File: src/rtl/memory_arbiter_if.sv
// Signal bundle between the core's fetch/data ports, memory_arbiter and the memory controller.
// The arbiter takes the slave view; the core plus memory environment takes the master view.
interface memory_arbiter_if #(
  parameter int ADDR_W = 32,
  parameter int DATA_W = 32
);
  logic              inst_start;
  logic              inst_ready;
  logic [ADDR_W-1:0] inst_addr;
  logic              inst_flush;
  logic [DATA_W-1:0] inst_rdata;
  logic              inst_valid;

  logic              d_cmd_start;
  logic              d_cmd_write;
  logic              d_cmd_ready;
  logic [ADDR_W-1:0] d_addr;
  logic [DATA_W-1:0] d_wdata;
  logic [DATA_W-1:0] d_wmask;
  logic [DATA_W-1:0] d_rdata;
  logic              d_rdata_valid;

  logic              mem_cmd_start;
  logic              mem_cmd_write;
  logic              mem_cmd_ready;
  logic [ADDR_W-1:0] mem_addr;
  logic [DATA_W-1:0] mem_wdata;
  logic [DATA_W-1:0] mem_wmask;
  logic [DATA_W-1:0] mem_rdata;
  logic              mem_rdata_valid;

  modport slave (
    input  inst_start, inst_addr, inst_flush,
    input  d_cmd_start, d_cmd_write, d_addr, d_wdata, d_wmask,
    input  mem_cmd_ready, mem_rdata, mem_rdata_valid,
    output inst_ready, inst_rdata, inst_valid,
    output d_cmd_ready, d_rdata, d_rdata_valid,
    output mem_cmd_start, mem_cmd_write, mem_addr, mem_wdata, mem_wmask
  );

  modport master (
    output inst_start, inst_addr, inst_flush,
    output d_cmd_start, d_cmd_write, d_addr, d_wdata, d_wmask,
    output mem_cmd_ready, mem_rdata, mem_rdata_valid,
    input  inst_ready, inst_rdata, inst_valid,
    input  d_cmd_ready, d_rdata, d_rdata_valid,
    input  mem_cmd_start, mem_cmd_write, mem_addr, mem_wdata, mem_wmask
  );
endinterface

File: src/rtl/memory_arbiter.sv
// Shares one memory command port between the fetch and data ports: one-entry request latches,
// data-first arbitration with a starvation bound, read-return steering and fetch flush.
module memory_arbiter #(
  parameter int ADDR_W       = 32,
  parameter int DATA_W       = 32,
  parameter int STARVE_LIMIT = 4
) (
  input  logic            clk,
  input  logic            rst,
  memory_arbiter_if.slave bus
);

  localparam logic [2:0] S_IDLE    = 3'd0;
  localparam logic [2:0] S_ISSUE_I = 3'd1;
  localparam logic [2:0] S_ISSUE_D = 3'd2;
  localparam logic [2:0] S_WAIT_I  = 3'd3;
  localparam logic [2:0] S_WAIT_D  = 3'd4;

  localparam int               CNT_W      = (STARVE_LIMIT > 0) ? $clog2(STARVE_LIMIT + 1) : 1;
  localparam logic [CNT_W-1:0] STARVE_MAX = CNT_W'(STARVE_LIMIT);

  logic [2:0]        r_state;
  logic [2:0]        w_state_next;

  logic              r_i_valid;
  logic [ADDR_W-1:0] r_i_addr;
  logic              r_d_valid;
  logic              r_d_write;
  logic [ADDR_W-1:0] r_d_addr;
  logic [DATA_W-1:0] r_d_wdata;
  logic [DATA_W-1:0] r_d_wmask;

  logic [CNT_W-1:0]  r_starve;
  logic              r_discard;

  logic              r_mem_start;
  logic              r_mem_write;
  logic [ADDR_W-1:0] r_mem_addr;
  logic [DATA_W-1:0] r_mem_wdata;
  logic [DATA_W-1:0] r_mem_wmask;

  logic w_inst_ready;
  logic w_d_ready;
  logic w_i_accept;
  logic w_d_accept;
  logic w_i_req;
  logic w_starved;
  logic w_grant_i;
  logic w_grant_d;
  logic w_mem_accept;
  logic w_rdata_done;

  assign w_inst_ready = !r_i_valid && (r_state != S_ISSUE_I) && (r_state != S_WAIT_I);
  assign w_d_ready    = !r_d_valid && (r_state != S_ISSUE_D) && (r_state != S_WAIT_D);
  assign w_i_accept   = bus.inst_start && w_inst_ready;
  assign w_d_accept   = bus.d_cmd_start && w_d_ready;

  // A fetch being flushed this cycle must not be granted; its latch is cleared instead.
  assign w_i_req      = r_i_valid && !bus.inst_flush;
  assign w_starved    = (STARVE_LIMIT != 0) && (r_starve == STARVE_MAX);
  assign w_grant_i    = (r_state == S_IDLE) && w_i_req && (!r_d_valid || w_starved);
  assign w_grant_d    = (r_state == S_IDLE) && r_d_valid && (!w_i_req || !w_starved);
  assign w_mem_accept = r_mem_start && bus.mem_cmd_ready;
  assign w_rdata_done = ((r_state == S_WAIT_I) || (r_state == S_WAIT_D)) && bus.mem_rdata_valid;

  // NOTE: every variable assigned in always_comb gets a default first, otherwise a latch is inferred.
  always_comb begin
    w_state_next = r_state;
    case (r_state)
      S_IDLE: begin
        if (w_grant_i)      w_state_next = S_ISSUE_I;
        else if (w_grant_d) w_state_next = S_ISSUE_D;
      end
      S_ISSUE_I: if (w_mem_accept) w_state_next = S_WAIT_I;
      S_ISSUE_D: if (w_mem_accept) w_state_next = r_mem_write ? S_IDLE : S_WAIT_D;
      S_WAIT_I,
      S_WAIT_D:  if (bus.mem_rdata_valid) w_state_next = S_IDLE;
      default:   w_state_next = S_IDLE;
    endcase
  end

  // NOTE: sequential state uses non-blocking assignments so every register samples pre-edge values.
  always_ff @(posedge clk) begin
    if (rst) begin
      r_state     <= S_IDLE;
      r_i_valid   <= 1'b0;
      r_d_valid   <= 1'b0;
      r_starve    <= '0;
      r_discard   <= 1'b0;
      r_mem_start <= 1'b0;
      r_mem_write <= 1'b0;
      r_mem_addr  <= '0;
      r_mem_wdata <= '0;
      r_mem_wmask <= '0;
    end else begin
      r_state <= w_state_next;

      if (w_i_accept)                                 r_i_valid <= 1'b1;
      else if (bus.inst_flush && r_state != S_ISSUE_I) r_i_valid <= 1'b0;
      else if (r_state == S_ISSUE_I && w_mem_accept)  r_i_valid <= 1'b0;

      if (w_d_accept)                                r_d_valid <= 1'b1;
      else if (r_state == S_ISSUE_D && w_mem_accept) r_d_valid <= 1'b0;

      // An issued fetch cannot be withdrawn; its data is dropped when it comes back.
      if (w_rdata_done)
        r_discard <= 1'b0;
      else if (bus.inst_flush && (r_state == S_ISSUE_I || r_state == S_WAIT_I))
        r_discard <= 1'b1;

      if (!r_i_valid || w_grant_i)
        r_starve <= '0;
      else if (w_grant_d && r_starve != STARVE_MAX)
        r_starve <= r_starve + CNT_W'(1);

      if (w_grant_i) begin
        r_mem_start <= 1'b1;
        r_mem_write <= 1'b0;
        r_mem_addr  <= r_i_addr;
        r_mem_wdata <= '0;
        r_mem_wmask <= '0;
      end else if (w_grant_d) begin
        r_mem_start <= 1'b1;
        r_mem_write <= r_d_write;
        r_mem_addr  <= r_d_addr;
        r_mem_wdata <= r_d_wdata;
        r_mem_wmask <= r_d_wmask;
      end else if (w_mem_accept) begin
        r_mem_start <= 1'b0;
      end
    end
  end

  // NOTE: latch payloads are only read while their valid bit is set, so they carry no reset.
  always_ff @(posedge clk) begin
    if (w_i_accept) r_i_addr <= bus.inst_addr;
    if (w_d_accept) begin
      r_d_write <= bus.d_cmd_write;
      r_d_addr  <= bus.d_addr;
      r_d_wdata <= bus.d_wdata;
      r_d_wmask <= bus.d_wmask;
    end
  end

  assign bus.inst_ready    = w_inst_ready;
  assign bus.d_cmd_ready   = w_d_ready;
  assign bus.inst_rdata    = bus.mem_rdata;
  assign bus.d_rdata       = bus.mem_rdata;
  assign bus.inst_valid    = (r_state == S_WAIT_I) && bus.mem_rdata_valid && !r_discard;
  assign bus.d_rdata_valid = (r_state == S_WAIT_D) && bus.mem_rdata_valid;
  assign bus.mem_cmd_start = r_mem_start;
  assign bus.mem_cmd_write = r_mem_write;
  assign bus.mem_addr      = r_mem_addr;
  assign bus.mem_wdata     = r_mem_wdata;
  assign bus.mem_wmask     = r_mem_wmask;

endmodule

File: src/flat_wrapper.sv
// flat-port wrapper written by rule: the top's interface ports become plain ports
module memory_arbiter_flat 
#(
  parameter int ADDR_W       = 32,
  parameter int DATA_W       = 32,
  parameter int STARVE_LIMIT = 4
)
  (clk, rst, bus_inst_start, bus_inst_addr, bus_inst_flush, bus_d_cmd_start, bus_d_cmd_write, bus_d_addr, bus_d_wdata, bus_d_wmask, bus_mem_cmd_ready, bus_mem_rdata, bus_mem_rdata_valid, bus_inst_ready, bus_inst_rdata, bus_inst_valid, bus_d_cmd_ready, bus_d_rdata, bus_d_rdata_valid, bus_mem_cmd_start, bus_mem_cmd_write, bus_mem_addr, bus_mem_wdata, bus_mem_wmask);
  memory_arbiter_if #(.ADDR_W(ADDR_W), .DATA_W(DATA_W)) bus_i ();
  input  logic clk;
  input  logic rst;
  input wire logic [$bits(bus_i.inst_start)-1:0] bus_inst_start;
  input wire logic [$bits(bus_i.inst_addr)-1:0] bus_inst_addr;
  input wire logic [$bits(bus_i.inst_flush)-1:0] bus_inst_flush;
  input wire logic [$bits(bus_i.d_cmd_start)-1:0] bus_d_cmd_start;
  input wire logic [$bits(bus_i.d_cmd_write)-1:0] bus_d_cmd_write;
  input wire logic [$bits(bus_i.d_addr)-1:0] bus_d_addr;
  input wire logic [$bits(bus_i.d_wdata)-1:0] bus_d_wdata;
  input wire logic [$bits(bus_i.d_wmask)-1:0] bus_d_wmask;
  input wire logic [$bits(bus_i.mem_cmd_ready)-1:0] bus_mem_cmd_ready;
  input wire logic [$bits(bus_i.mem_rdata)-1:0] bus_mem_rdata;
  input wire logic [$bits(bus_i.mem_rdata_valid)-1:0] bus_mem_rdata_valid;
  output wire logic [$bits(bus_i.inst_ready)-1:0] bus_inst_ready;
  output wire logic [$bits(bus_i.inst_rdata)-1:0] bus_inst_rdata;
  output wire logic [$bits(bus_i.inst_valid)-1:0] bus_inst_valid;
  output wire logic [$bits(bus_i.d_cmd_ready)-1:0] bus_d_cmd_ready;
  output wire logic [$bits(bus_i.d_rdata)-1:0] bus_d_rdata;
  output wire logic [$bits(bus_i.d_rdata_valid)-1:0] bus_d_rdata_valid;
  output wire logic [$bits(bus_i.mem_cmd_start)-1:0] bus_mem_cmd_start;
  output wire logic [$bits(bus_i.mem_cmd_write)-1:0] bus_mem_cmd_write;
  output wire logic [$bits(bus_i.mem_addr)-1:0] bus_mem_addr;
  output wire logic [$bits(bus_i.mem_wdata)-1:0] bus_mem_wdata;
  output wire logic [$bits(bus_i.mem_wmask)-1:0] bus_mem_wmask;
  assign bus_i.inst_start = bus_inst_start;
  assign bus_i.inst_addr = bus_inst_addr;
  assign bus_i.inst_flush = bus_inst_flush;
  assign bus_i.d_cmd_start = bus_d_cmd_start;
  assign bus_i.d_cmd_write = bus_d_cmd_write;
  assign bus_i.d_addr = bus_d_addr;
  assign bus_i.d_wdata = bus_d_wdata;
  assign bus_i.d_wmask = bus_d_wmask;
  assign bus_i.mem_cmd_ready = bus_mem_cmd_ready;
  assign bus_i.mem_rdata = bus_mem_rdata;
  assign bus_i.mem_rdata_valid = bus_mem_rdata_valid;
  assign bus_inst_ready = bus_i.inst_ready;
  assign bus_inst_rdata = bus_i.inst_rdata;
  assign bus_inst_valid = bus_i.inst_valid;
  assign bus_d_cmd_ready = bus_i.d_cmd_ready;
  assign bus_d_rdata = bus_i.d_rdata;
  assign bus_d_rdata_valid = bus_i.d_rdata_valid;
  assign bus_mem_cmd_start = bus_i.mem_cmd_start;
  assign bus_mem_cmd_write = bus_i.mem_cmd_write;
  assign bus_mem_addr = bus_i.mem_addr;
  assign bus_mem_wdata = bus_i.mem_wdata;
  assign bus_mem_wmask = bus_i.mem_wmask;
  memory_arbiter #(.ADDR_W(ADDR_W), .DATA_W(DATA_W), .STARVE_LIMIT(STARVE_LIMIT)) u_core (.clk(clk), .rst(rst), .bus(bus_i));
endmodule
File: config.mk
export PLATFORM = sky130hd
export DESIGN_NAME = memory_arbiter_flat
export DESIGN_NICKNAME = d
export VERILOG_FILES = /design/src/rtl/memory_arbiter_if.sv /design/src/rtl/memory_arbiter.sv /design/src/flat_wrapper.sv
export SDC_FILE = /design/constraint.sdc
export NUM_CORES = 1
export LEC_CHECK = 0
export BUFFER_PORTS_ARGS = -buffer_cell sky130_fd_sc_hd__clkbuf_2
export CORE_UTILIZATION = 45
export CTS_CLUSTER_DIAMETER = 30
export CTS_CLUSTER_SIZE = 40
export DETAILED_ROUTE_END_ITERATION = 10
export GPL_TIMING_DRIVEN = 0
export PLACE_DENSITY = 0.76
export SYNTH_ARGS = -nofsm -noshare
export SYNTH_HDL_FRONTEND = slang
export SYNTH_SLANG_ARGS = --single-unit
File: constraint.sdc
create_clock -name clk -period 3.3 [get_ports clk]
set_input_delay 0.66 -clock clk [delete_from_list [all_inputs] [get_ports clk]]
set_output_delay 0.66 -clock clk [all_outputs]
set_load 0.01 [all_outputs]
* Word level (Yosys, flattened, before mapping)
Index checks and enable logic that the tools add are counted.
** Cells by class
- Add/sub/neg operators :: 1
- Eq/ne operators :: 14
- Multiplexer cells :: 17
- Reductions and logical operators :: 42
** Operator list (number)
- 2-to-1 mux 32 bit :: 2
- logical AND 1 bit :: 21
- 2-to-1 mux 3 bit :: 6
- one-hot mux 3 bit (4 select lines) :: 1
- 2-to-1 mux 1 bit :: 8
- OR reduction 2 bit :: 4
- == test 3 x 2 -> 1 bit (second input constant) :: 2
- == test 3 bit (second input constant) :: 2
- zero test 1 bit :: 6
- inequality test 3 x 1 -> 1 bit (second input constant) :: 2
- inequality test 3 x 2 -> 1 bit (second input constant) :: 2
- inequality test 3 bit (second input constant) :: 2
- nonzero test 3 bit :: 2
- logical OR 1 bit :: 5
- inequality test 2 x 1 -> 1 bit (second input constant) :: 2
- AND reduction 4 bit :: 1
- nonzero test 2 bit :: 2
- adder 3 x 1 -> 3 bit (second input constant) :: 1
- == test 3 x 1 -> 1 bit (second input constant) :: 1
- zero test 3 bit :: 1
- inequality test 2 bit (second input constant) :: 1
** Word-level totals
- Bits in registers :: 236
- Input bits :: 168
- Word-level logic and storage cells :: 89

* Longest topological paths before layout
- Depth in word-level cells :: 8
- Mapped depth :: 8

* Least setup slack after synthesis
OpenSTA, ideal clock, no wires.
- Path kind :: register to register
- From :: reg u_core.r_state[2]
- To :: reg u_core.r_d_addr[0], enable pin
- Setup time :: 0.466 ns
- Data arrival time :: 3.315 ns
- Slack :: -0.481 ns
- Stages on the path, launching flop included :: 5
- Cells stage by stage :: dfxtp_1 -> clkbuf_1 -> xor2_1 -> a21oi_1 -> and2_1
** Between the ends
- Cells in the longest elaborated chain, start to end :: 4
** Ends and longest elaborated chain
- start: declaration :: RTL line memory_arbiter.sv:22 : logic [2:0] r_state;
- start signal: assignment :: RTL line memory_arbiter.sv:96 : r_state <= w_state_next;
- inequality test 3 x 2 -> 1 bit :: RTL line memory_arbiter.sv:54 : assign w_d_ready = !r_d_valid && (r_state != S_ISSUE_D) && (r_state != S_WAIT_D);
- logical AND 1 bit :: RTL line memory_arbiter.sv:54
- logical AND 1 bit (*) :: RTL line memory_arbiter.sv:54
- net bus_d_cmd_ready :: RTL line flat_wrapper.sv:26 : output wire logic [$bits(bus_i.d_cmd_ready)-1:0] bus_d_cmd_ready;
- logical AND 1 bit (*) :: RTL line memory_arbiter.sv:56 : assign w_d_accept = bus.d_cmd_start && w_d_ready;
- net u_core.w_d_accept :: RTL line memory_arbiter.sv:45 : logic w_d_accept;
- end signal: assignment :: RTL line memory_arbiter.sv:139 : r_d_addr <= bus.d_addr;
- end: declaration :: RTL line memory_arbiter.sv:29 : logic [ADDR_W-1:0] r_d_addr;
The timed path passes the listed nets; every way through them passes the cells marked *.
A chain may end at the register's enable or synchronous reset.

* Final worst setup path
- From :: reg u_core.r_state[0]
- To :: out bus_inst_ready
** Between the ends
- Cells in the longest elaborated chain, start to end :: 3
** Ends and longest elaborated chain
- inequality test 3 x 1 -> 1 bit :: RTL line memory_arbiter.sv:53 : assign w_inst_ready = !r_i_valid && (r_state != S_ISSUE_I) && (r_state != S_WAIT_I);
- logical AND 1 bit :: RTL line memory_arbiter.sv:53
- logical AND 1 bit (*) :: RTL line memory_arbiter.sv:53
- end: declaration :: RTL line flat_wrapper.sv:23 : output wire logic [$bits(bus_i.inst_ready)-1:0] bus_inst_ready;
Every way passes the cells marked *; elsewhere a longest branch is shown, timed or not.

==> results.sh <==
export IMPL_drive_gt1_share_pct=41.7
export IMPL_maxSlewViolCount=0
export IMPL_gp_routability_congestion=0.804
export IMPL_numCtsBuffers=49
export IMPL_synth_top_area_share_pct=41.6
export IMPL_finalSetupViolCount=0
export IMPL_seq_area_sq_um=6020
export IMPL_grt_pass1_vias=7787
export IMPL_n_fill_cell=1566
export IMPL_syn_inst=772
export IMPL_cp_arrival_ns=1.86
export IMPL_start_util_pct=46.0
export IMPL_critPathTopFamily="buffers and inverters"
export IMPL_detailed_place_hpwl_mm=18.7
export IMPL_slowest_stage="dfxtp_1"
export IMPL_drc=0
export IMPL_rows=52
export IMPL_total_power_uw=9390
export IMPL_utilization_pct=63.4
export IMPL_r2r_slack_ns=0.93
export IMPL_cts_sinks=236
export IMPL_drtIter0Drc=514
export IMPL_crit_buf_inv=2
export IMPL_grt_first_pass_wirelength_mm=40.8
export IMPL_cts_max_path_buffers=3
export IMPL_ys_ff_latch=236
export IMPL_worstMarginPinSlew_ns=0.905
export IMPL_crit_chain="clkbuf_1, nor2b_1, nor2_1, clkbuf_2"
export IMPL_ys_types=41
export IMPL_drt_wl_total_mm=26.9
export IMPL_synth_async_reset_ratio_pct=0
export IMPL_cts_tree="yes"
export IMPL_overflow=0
export IMPL_grt_usage_pct=24.7
export IMPL_cts_htree_levels=2
export IMPL_die_x_microns=146
export IMPL_slowest_delay_ns=0.40
export IMPL_min_period_ns=2.52
export IMPL_leakage_uw=0.00525
export IMPL_outcome="finished clean"
export IMPL_dr_pass1_iters=6
export IMPL_synth_seq_area_share_pct=64.6
export IMPL_netlist_top_cell_by_area="edfxtp_1"
export IMPL_start_kind="register"
export IMPL_hold_buffers=0
export IMPL_die_y_microns=146
export IMPL_ys_top_cells_by_area="edfxtp_1 42%, dfxtp_1 23%, buf_4 5.6%, o31ai_1 5.5%, nand4_1 4.4%"
export IMPL_vias=7843
export IMPL_coreArea_sq_um=20200
export IMPL_endpoint_kind="output port"
export IMPL_cp_required_ns=2.64
export IMPL_syn_avg_cell_area_sq_um=12.1
export IMPL_crit_type="register to output port"
export IMPL_area_delta_synth_final_pct=37.7
export IMPL_synthesis_nets=942
export IMPL_relSlewSlack_pct=39.6
export IMPL_cts_resized=0
export IMPL_p_per_area_nw_per_um2=733
export IMPL_cts_post_setup_buffers_inserted=0
export IMPL_fmax_ghz=0.396
export IMPL_synth_edff_count=129
export IMPL_finClkSkew_ns=0.0161
export IMPL_path_max_fanout=10
export IMPL_drv_cap=0
export IMPL_grt_antenna_before_repair=2
export IMPL_dieArea_sq_um=21300
export IMPL_clkLatencyLatePin_ns=0.53
export IMPL_io_buffers=300
export IMPL_hold_violations=0
export IMPL_nets=1295
export IMPL_synth_warnings=0
export IMPL_min_delay_path_class="input port to register"
export IMPL_max_vdd_ir_drop_mv=0.487
export IMPL_syn_area_sq_um=9310
export IMPL_multiInputGateArea_sq_um=2330
export IMPL_wire_per_inst_microns=18.7
export IMPL_grt_setup_unrepaired="no"
export IMPL_fin_tns_setup_ns=0
export IMPL_vias_per_cell=5.45
export IMPL_grt_max_degree=69
export IMPL_cts_clk_slew_worst_paths_ns=0.05
export IMPL_ant_nets=0
export IMPL_synth_ff_type="edfxtp_1"
export IMPL_ios=334
export IMPL_finalCritPeriodShare_pct=76.4
export IMPL_cts_root_buffer="clkbuf_16"
## through the flow
stage	hold slack, ns	setup WS, ns	std cells	area [sq um]
2_1_floorplan	0.467	0.580	772	9320
3_3_place_gp	0.455	-0.0743	1342	11200
3_5_place_dp	0.462	0.935	1344	11200
4_1_cts	0.289	0.746	1436	12800
5_1_grt	0.292	0.624	1438	12800
6_report	0.303	0.777	1438	12800
## layout make-up
cell class,count,area share [%]
clock buffer,59,10.4
sequential,236,46.9
timing repair buffer,302,12.0
inverter,38,1.11
tap,270,2.64
antenna,2,0.0390
multi-input combinational,352,18.2
buffer,146,6.51
clock inverter,33,2.14
## worst paths after layout
path         cells after the start                  endpoint                startpoint
min                              1          u_core.r_d_write           bus_d_cmd_write
max reg2reg                      5        u_core.r_d_addr[3]         u_core.r_state[0]
max                              4            bus_inst_ready         u_core.r_state[0]
min reg2reg                      2  u_core.bus.mem_wdata[11]  u_core.bus.mem_wdata[11]
## kinds of logic (layout without fill, tap and decap cells)
group	Yosys count	after routing	synth area share [%]
simple gates	160	160	10.8
other cells	0	2	0
compound gates	189	189	13.8
fa+ha+maj	2	2	0.269
buf+inv	184	578	10.5
xor+xnor	1	1	0.0941
flops	236	236	64.6
## layout by cell type, fill, tap and decap left out, drive strengths merged, types with 2 or more instances in the layout
cell type | netlist | routed
buf | 94 | 96
nor3 | 4 | 4
inv | 38 | 46
a21oi | 72 | 72
o21ai | 6 | 6
diode | 0 | 2
clkinv | 0 | 18
clkinvlp | 0 | 5
edfxtp | 129 | 129
nor4 | 64 | 64
a211oi | 2 | 2
nor3b | 2 | 2
dfxtp | 107 | 107
nand2b | 5 | 5
clkbuf | 52 | 411
ha | 2 | 2
or3 | 2 | 2
a2111oi | 33 | 33
o31ai | 68 | 68
nand3 | 2 | 2
bufinv | 0 | 2
nand2 | 4 | 4
nor2b | 5 | 5
nand4 | 65 | 65
## cells in the mapped netlist (2+ instances only)
library cell  count
clkbuf_1         52
buf_1             3
buf_2            22
a2111oi_0        33
nand2_1           4
or3_1             2
ha_1              2
nor3b_1           2
a211oi_1          2
nor4_1           64
o21ai_0           5
nor2b_1           5
o31ai_1          68
dfxtp_1         107
nand2b_1          5
inv_1            37
buf_4            69
a21oi_1          72
nand4_1          65
nand3_1           2
nor3_1            3
edfxtp_1        129
## state kept, by name, indices dropped and copies added, names as in the netlist, 3 cells and up
signal,count
u_core.r_d_wdata,32
u_core.r_state,3
u_core.bus.mem_wmask,32
u_core.r_i_addr,32
u_core.r_d_addr,32
u_core.bus.mem_wdata,32
u_core.bus.mem_addr,32
u_core.r_starve,3
u_core.r_d_wmask,32
## routing by layer
layer  track usage (%)  up-vias  part of all wire (%)
met4              15.0        0                   4.7
met5                 0        -                     0
met2              42.2      392                    50
met3              4.86       79                   6.6
met1              28.7     3706                    38
li1                  -     3666                     -
## power by group
group          internal (uW)  total [uW]  leakage (uW)  switching [uW]
Sequential              3430        3560       0.00210             132
Clock                   3060        4650      0.000788            1580
Combinational            428        1180       0.00236             754
Total                   6920        9390       0.00525            2470
(Power assumes the default switching activity.)
